**src/rtl/mem_access_unit.sv**
```systemverilog
`default_nettype none
// ============================================================================
// Module      : mem_access_unit
// Description : Load/store controller between the datapath and a
//               word-addressed data memory. Sub-word stores use a
//               read-modify-write; loads are lane-selected and extended.
//               Optional macro MEM_ACCESS_MISALIGN_TRAP_EN enables trapping
//               of misaligned halfword/word accesses.
// Revision    : 1.0
// ============================================================================
module mem_access_unit #(
    parameter int ADDR_W = 32,
    parameter int DATA_W = 32
) (
    input  logic              clk,
    input  logic              reset,
    input  logic              req_valid,
    output logic              req_ready,
    input  logic              req_we,
    input  logic [1:0]        req_size,
    input  logic              req_unsigned,
    input  logic [ADDR_W-1:0] req_addr,
    input  logic [DATA_W-1:0] req_wdata,
    output logic              resp_valid,
    output logic [DATA_W-1:0] resp_rdata,
    output logic              resp_err,
    output logic [ADDR_W-1:0] mem_addr,
    output logic              mem_rd_en,
    output logic              mem_wr_en,
    output logic [DATA_W-1:0] mem_wr_data,
    input  logic [DATA_W-1:0] mem_rd_data
);

    typedef enum logic [2:0] {
        S_IDLE   = 3'd0,
        S_LOAD   = 3'd1,
        S_RMW_RD = 3'd2,
        S_STORE  = 3'd3,
        S_RESP   = 3'd4
    } state_t;

    state_t            r_state;
    state_t            w_state_nxt;

    logic [ADDR_W-1:0] r_addr;
    logic [1:0]        r_size;
    logic              r_uns;
    logic [15:0]       r_wdata;

    logic              w_accept;
    logic              w_misalign;
    logic [7:0]        w_byte;
    logic [15:0]       w_half;
    logic [DATA_W-1:0] w_load;
    logic [DATA_W-1:0] w_merged;

`ifdef MEM_ACCESS_MISALIGN_TRAP_EN
    logic              r_err;

    // Reserved size 2'b11 behaves as a word.
    assign w_misalign = ((req_size == 2'b01) && req_addr[0]) ||
                        (req_size[1] && (req_addr[1:0] != 2'b00));
    assign resp_err   = r_err & resp_valid;
`else
    assign w_misalign = 1'b0;
    assign resp_err   = 1'b0;
`endif

    assign w_accept = req_valid && (r_state == S_IDLE);
    assign mem_addr = {r_addr[ADDR_W-1:2], 2'b00};

    always_ff @(posedge clk) begin
        if (reset) begin
            r_state <= S_IDLE;
        end else begin
            r_state <= w_state_nxt;
        end
    end

    // Moore outputs: enables and handshakes depend on the state register only.
    always_comb begin
        w_state_nxt = r_state;
        req_ready   = 1'b0;
        mem_rd_en   = 1'b0;
        mem_wr_en   = 1'b0;
        resp_valid  = 1'b0;
        case (r_state)
            S_IDLE: begin
                req_ready = 1'b1;
                if (req_valid) begin
                    if (w_misalign) begin
                        w_state_nxt = S_RESP;
                    end else if (!req_we) begin
                        w_state_nxt = S_LOAD;
                    end else if (req_size[1]) begin
                        w_state_nxt = S_STORE;
                    end else begin
                        w_state_nxt = S_RMW_RD;
                    end
                end
            end
            S_LOAD: begin
                mem_rd_en   = 1'b1;
                w_state_nxt = S_RESP;
            end
            S_RMW_RD: begin
                mem_rd_en   = 1'b1;
                w_state_nxt = S_STORE;
            end
            S_STORE: begin
                mem_wr_en   = 1'b1;
                w_state_nxt = S_RESP;
            end
            S_RESP: begin
                resp_valid  = 1'b1;
                w_state_nxt = S_IDLE;
            end
            default: begin
                w_state_nxt = S_IDLE;
            end
        endcase
    end

    // Little-endian lane selection, extension and store merge.
    always_comb begin
        w_byte = 8'h00;
        case (r_addr[1:0])
            2'd0:    w_byte = mem_rd_data[7:0];
            2'd1:    w_byte = mem_rd_data[15:8];
            2'd2:    w_byte = mem_rd_data[23:16];
            default: w_byte = mem_rd_data[31:24];
        endcase
        w_half = r_addr[1] ? mem_rd_data[31:16] : mem_rd_data[15:0];

        case (r_size)
            2'b00:   w_load = r_uns ? {24'h000000, w_byte} : {{24{w_byte[7]}}, w_byte};
            2'b01:   w_load = r_uns ? {16'h0000, w_half} : {{16{w_half[15]}}, w_half};
            default: w_load = mem_rd_data;
        endcase

        w_merged = mem_rd_data;
        if (r_size == 2'b00) begin
            case (r_addr[1:0])
                2'd0:    w_merged[7:0]   = r_wdata[7:0];
                2'd1:    w_merged[15:8]  = r_wdata[7:0];
                2'd2:    w_merged[23:16] = r_wdata[7:0];
                default: w_merged[31:24] = r_wdata[7:0];
            endcase
        end else if (r_addr[1]) begin
            w_merged[31:16] = r_wdata;
        end else begin
            w_merged[15:0]  = r_wdata;
        end
    end

    always_ff @(posedge clk) begin
        if (reset) begin
            r_addr      <= '0;
            r_size      <= 2'b00;
            r_uns       <= 1'b0;
            r_wdata     <= 16'h0000;
            mem_wr_data <= '0;
            resp_rdata  <= '0;
`ifdef MEM_ACCESS_MISALIGN_TRAP_EN
            r_err       <= 1'b0;
`endif
        end else begin
            if (w_accept) begin
                r_addr  <= req_addr;
                r_size  <= req_size;
                r_uns   <= req_unsigned;
                r_wdata <= req_wdata[15:0];
`ifdef MEM_ACCESS_MISALIGN_TRAP_EN
                r_err   <= w_misalign;
`endif
                // Full-word stores skip the read phase entirely.
                if (req_we && req_size[1] && !w_misalign) begin
                    mem_wr_data <= req_wdata;
                end
            end
            if (r_state == S_LOAD) begin
                resp_rdata <= w_load;
            end
            if (r_state == S_RMW_RD) begin
                mem_wr_data <= w_merged;
            end
        end
    end

endmodule
`default_nettype wire

```
**config.mk**
```make
export PLATFORM = sky130hd
export DESIGN_NAME = mem_access_unit
export DESIGN_NICKNAME = d
export VERILOG_FILES = /design/src/rtl/mem_access_unit.sv
export SDC_FILE = /design/constraint.sdc
export NUM_CORES = 1
export LEC_CHECK = 0
export ABC_AREA = 1
export BUFFER_PORTS_ARGS = -buffer_cell sky130_fd_sc_hd__buf_2
export CAP_MARGIN = 0
export CORE_UTILIZATION = 40
export DETAILED_ROUTE_END_ITERATION = 8
export PLACE_DENSITY = 0.77
export REMOVE_ABC_BUFFERS = 1
export SYNTH_ARGS = -nofsm -noshare
export SYNTH_HDL_FRONTEND = slang
export SYNTH_SLANG_ARGS = --single-unit
```
**constraint.sdc**
```tcl
create_clock -name clk -period 1.3 [get_ports clk]
set_input_delay 0.13 -clock clk [delete_from_list [all_inputs] [get_ports clk]]
set_output_delay 0.13 -clock clk [all_outputs]
set_load 0.1 [all_outputs]
```
* Word-level counts from Yosys, hierarchy flattened
Cells that the tools add are included.
Cells by class: $add $sub $neg 0, $mul 0, divide/modulo/power cells 0, $lt $le $gt $ge 0, eq/ne operators 8, shifts and indexed selects 0, multiplexer cells 23, bitwise operators 0, reductions and logical operators 11
Operators by type and width (number):
- $mux 32 | 6
- $pmux 32 s2 | 1
- $mux 16 | 3
- $mux 8 | 4
- $pmux 8 s3 | 1
- $pmux 3 s3 | 1
- $eq 3x2->1 const B | 2
- $mux 1 | 5
- $eq 2x1->1 const B | 2
- $logic_not 2->1 | 2
- $reduce_bool 2->1 | 2
- $reduce_or 2->1 | 2
- $eq 3x1->1 const B | 1
- $eq 3x3->1 const B | 1
- $logic_not 3->1 | 1
- $mux 3 | 1
- $reduce_or 3->1 | 1
- $eq 2x2->1 const B | 1
- $logic_and 1x1->1 | 2
- $mux 2 | 1
- $ne 2x2->1 const B | 1
- $reduce_and 2->1 | 1
Word-level totals: bits in registers 118, bits in latches 0, RAM bits 0, ROM bits 0, bits of input ports 103, output and inout bits 101, logic and storage cells 49, memories 0

* Depth between registers and ports, before layout
depth in word-level cells 5, gate-level depth with buffers 9, gate-level depth less buffers 8

* Worst setup path before layout
OpenSTA, ideal clock, no wires.
kind reg-to-output, from reg r_state[1], to out resp_valid, arrival 2513 ps, data required time 1170 ps, setup slack -1343 ps, stages on the path, launching flop included 3, buffers on the path 1, path through dfxtp_1 -> buf_2 -> nor3_1
Between the ends: longest elaborated chain between the ends 2
Ends and longest elaborated chain:
- start: declaration | line 42 | state_t r_state;
- start signal: assignment | line 76 | r_state <= w_state_nxt;
- $eq 3x3->1 | line 87 | case (r_state)
- $mux 1 | line 87
- end: declaration | line 24 | output logic resp_valid,
Every way passes these cells.

* Final worst setup path
from reg r_state[2], to out mem_rd_en
Between the ends: longest elaborated chain between the ends 3
Ends and longest elaborated chain:
- $eq 3x1->1 / $eq 3x2->1 (equally long branches) | line 87
- $reduce_or 2->1 (no source line) *
- $mux 1 * | line 87
- end: declaration | line 28 | output logic mem_rd_en,
Every way passes the cells marked *; elsewhere a longest branch is shown, timed or not.

==> reports/results.txt <==
FF-to-FF setup slack -> -260 ps
# setup viols final -> 110
Starting Density -> 0.411
CP Max Fanout -> 5
Arr. time, crit path -> 1520 ps
Seq cells post-synth -> 118
RSZ-0062 raised after global routing -> true
Die X -> 133 um
Via density -> 5.47
Placer Congestion -> 0.885
Clock transition at the registers of the reported paths -> 60 ps
Number of max-cap violations -> 0
M1 wire length -> 11100 um
Die area -> 17700 sq um
Synth top area share -> 0.344
Critical path, cell by cell -> nor2_4 > nand2_2 > buf_6 > buf_8 > nand2_4 > buf_12
WL/cell -> 18.8 um
Uppermost layer routed -> met5
Largest net degree at the start of global routing -> 54
Clk_skew -> 8.60 ps
Synth async-reset ratio -> 0
Final Power -> 17.0 mW
Die Ht -> 133 um
Placeable Area -> 16700 sq um
Slowest cell delay on critical path -> 360 ps
Post-Syn Area -> 6870 sq um
Overall Global Routing Usage -> 0.306
Number of synthesized flops with an enable pin -> 0
CP Data Required Time -> 1170 ps
Area leader, netlist -> dfxtp_1
Top cells by count, synth -> nand2_1 (294), nand3_1 (218), a21oi_1 (120)
Crit start category -> register
Area delta synth->final -> 64.4%
CTS tree -> built
Clock Latency Late Sink -> 430 ps
Sequential share of the synthesized area -> 0.344
Top-count cell post-synth -> nand2_1
Synth Flop Type -> dfxtp_1
Setup CP Type -> reg2out
Peak supply drop -> 0.00111 V
Synth area leaders -> dfxtp_1 (34%), nand2_1 (16%), nand3_1 (16%)
Power per cell area -> 1510 nW/um^2
Status -> finished with violations
Avg Inst Size Synth -> 6.42 sq um
Final #Nets -> 1443
Worst setup margin -> -350 ps
Max Fclk -> 606 MHz
Final period utilization -> 1.27
Max-slew violations -> 0
Hold Crit Class -> in2reg
Min Tclk post-route -> 1650 ps
Vias in the first global route -> 8110
Pleak -> 5.21 nW
Clock root cell -> clkbuf_16
Clock buffer depth -> 2
Crit path max-delay cell type -> dfxtp_4
CTS H-tree depth -> 4
Ports -> 204
GRT Residual Overflow -> 0
Mapped Cells -> 1070
Routed Antenna Nets -> 0
WL met2 -> 13900 um
Hold Vio Cnt, Final -> 0
# DRC -> 0
Share of cells above drive strength 1 -> 0.393
Synth Warn # -> 0
Synth cell types -> 25
Detail Placement HPWL -> 15900 um
Routed WL -> 29600 um
WL met3 -> 3000 um
First-pass GRT wire length -> 42200 um
Initial antenna violation count -> 3
DRT Pass-1 Iters -> 5
Vias -> 8609
Worst slack at placement -> -94.5 ps
Max_slew headroom -> 0.325
Crit end category -> primary output
Inserted Clock Buffers -> 17
Failing checks -> negative setup slack
Worst slew pin tran -> 1010 ps
DRT iter0 DRCs -> 939
Row Count -> 47
Clock Sinks -> 118
Input/output buffers -> 200
power by group:
group / leakage, nW / switching, mW / internal [mW]
clock network: 0.281 / 1.82 / 3.05
logic: 3.96 / 5.22 / 2.62
registers: 0.971 / 0.324 / 4.00
total: 5.21 / 7.36 / 9.67
final cells by class:
| type | instances | area [sq um] |
|---|---|---|
| Sequential cell | 118 | 2380 |
| Multi-Input combinational cell | 727 | 4330 |
| Tap cell | 220 | 275 |
| Fill cell | 1257 | 5410 |
| Antenna cell | 1 | 2.50 |
| Inverter | 119 | 464 |
| Clock inverter | 13 | 156 |
| Timing Repair Buffer | 357 | 3240 |
| Clock buffer | 19 | 443 |
cell families (layout without fill, tap and decap cells):
logic type / Yosys count / in the layout / share of synthesized area
DFF: 118 / 118 / 0.344
and+or+nand+nor: 543 / 544 / 0.355
buffers and inverters: 228 / 508 / 0.158
AOI/OAI and AO/OA: 180 / 180 / 0.142
other: 1 / 4 / 0.000546
state kept, by name, summed over array words and instances (netlist names):
register	flops
r_wdata	16
r_uns	1
r_size	2
r_state	3
mem_wr_data	32
r_addr	32
resp_rdata	32
timing repair:
| action | CTS | global route |
|---|---|---|
| buffers inserted | 27 | 10 |
| setup endpoints to repair | 206 | 120 |
| resized for setup | 244 | 132 |
| gates cloned | 13 | 5 |
| endpoints found under the hold margin | 51 | 4 |
| hold buffers | 50 | 4 |
| pin swaps | 40 | 47 |
cell usage in the layout (no fill, tap or decap), types with 5 or more instances in the layout:
master and n:
nand2_1 265, nand3_1 158, buf_4 135, inv_1 111, dfxtp_1 111, buf_2 102
a21oi_1 68, a21oi_2 58, dlygate4sd3_1 54, nand3_2 49, buf_12 31, clkbuf_16 21
buf_6 20, o21ai_0 19, nand3_4 19, nand2_4 16, nand2_2 16, o21a_1 16
nor2_4 9, o21ai_2 8, o21ai_1 7, inv_2 6, buf_8 6, clkinvlp_4 5
buf_16 5
path summary, 6_finish.rpt:
kind                               startpoint              end  cells after the start
worst max-delay path               r_state[2]        mem_rd_en                      6
worst min-delay path            req_wdata[25]  mem_wr_data[25]                      5
worst max register to register     r_state[2]   mem_wr_data[5]                     11
worst min register to register  resp_rdata[0]    resp_rdata[0]                      2
per-stage QoR:
step	hold WS, ps	utilization	cell area [sq um]	TNS, ps	cells
after detailed placement	407	0.495	8260	-3440	1447
after global placement	402	0.495	8260	-681	1447
final	5.50	0.676	11300	-20150	1574
after global routing	7.39	0.676	11300	-24740	1573
after CTS	0.396	0.646	10800	-21470	1569
after floorplan	199	-	6230	-239240	963
critical path: cells and delay by family (launching register included):
kind          cells  cell delay [ps]
simple gates      3              320
flops             1              360
buf+inv           3              410
routing by layer:
metal,global-route usage,up-vias
met4,0.139,2
met2,0.513,539
li1,-,3976
met1,0.365,3963
met5,0,-
met3,0.0812,129
Power figures use the tool's default switching activity.
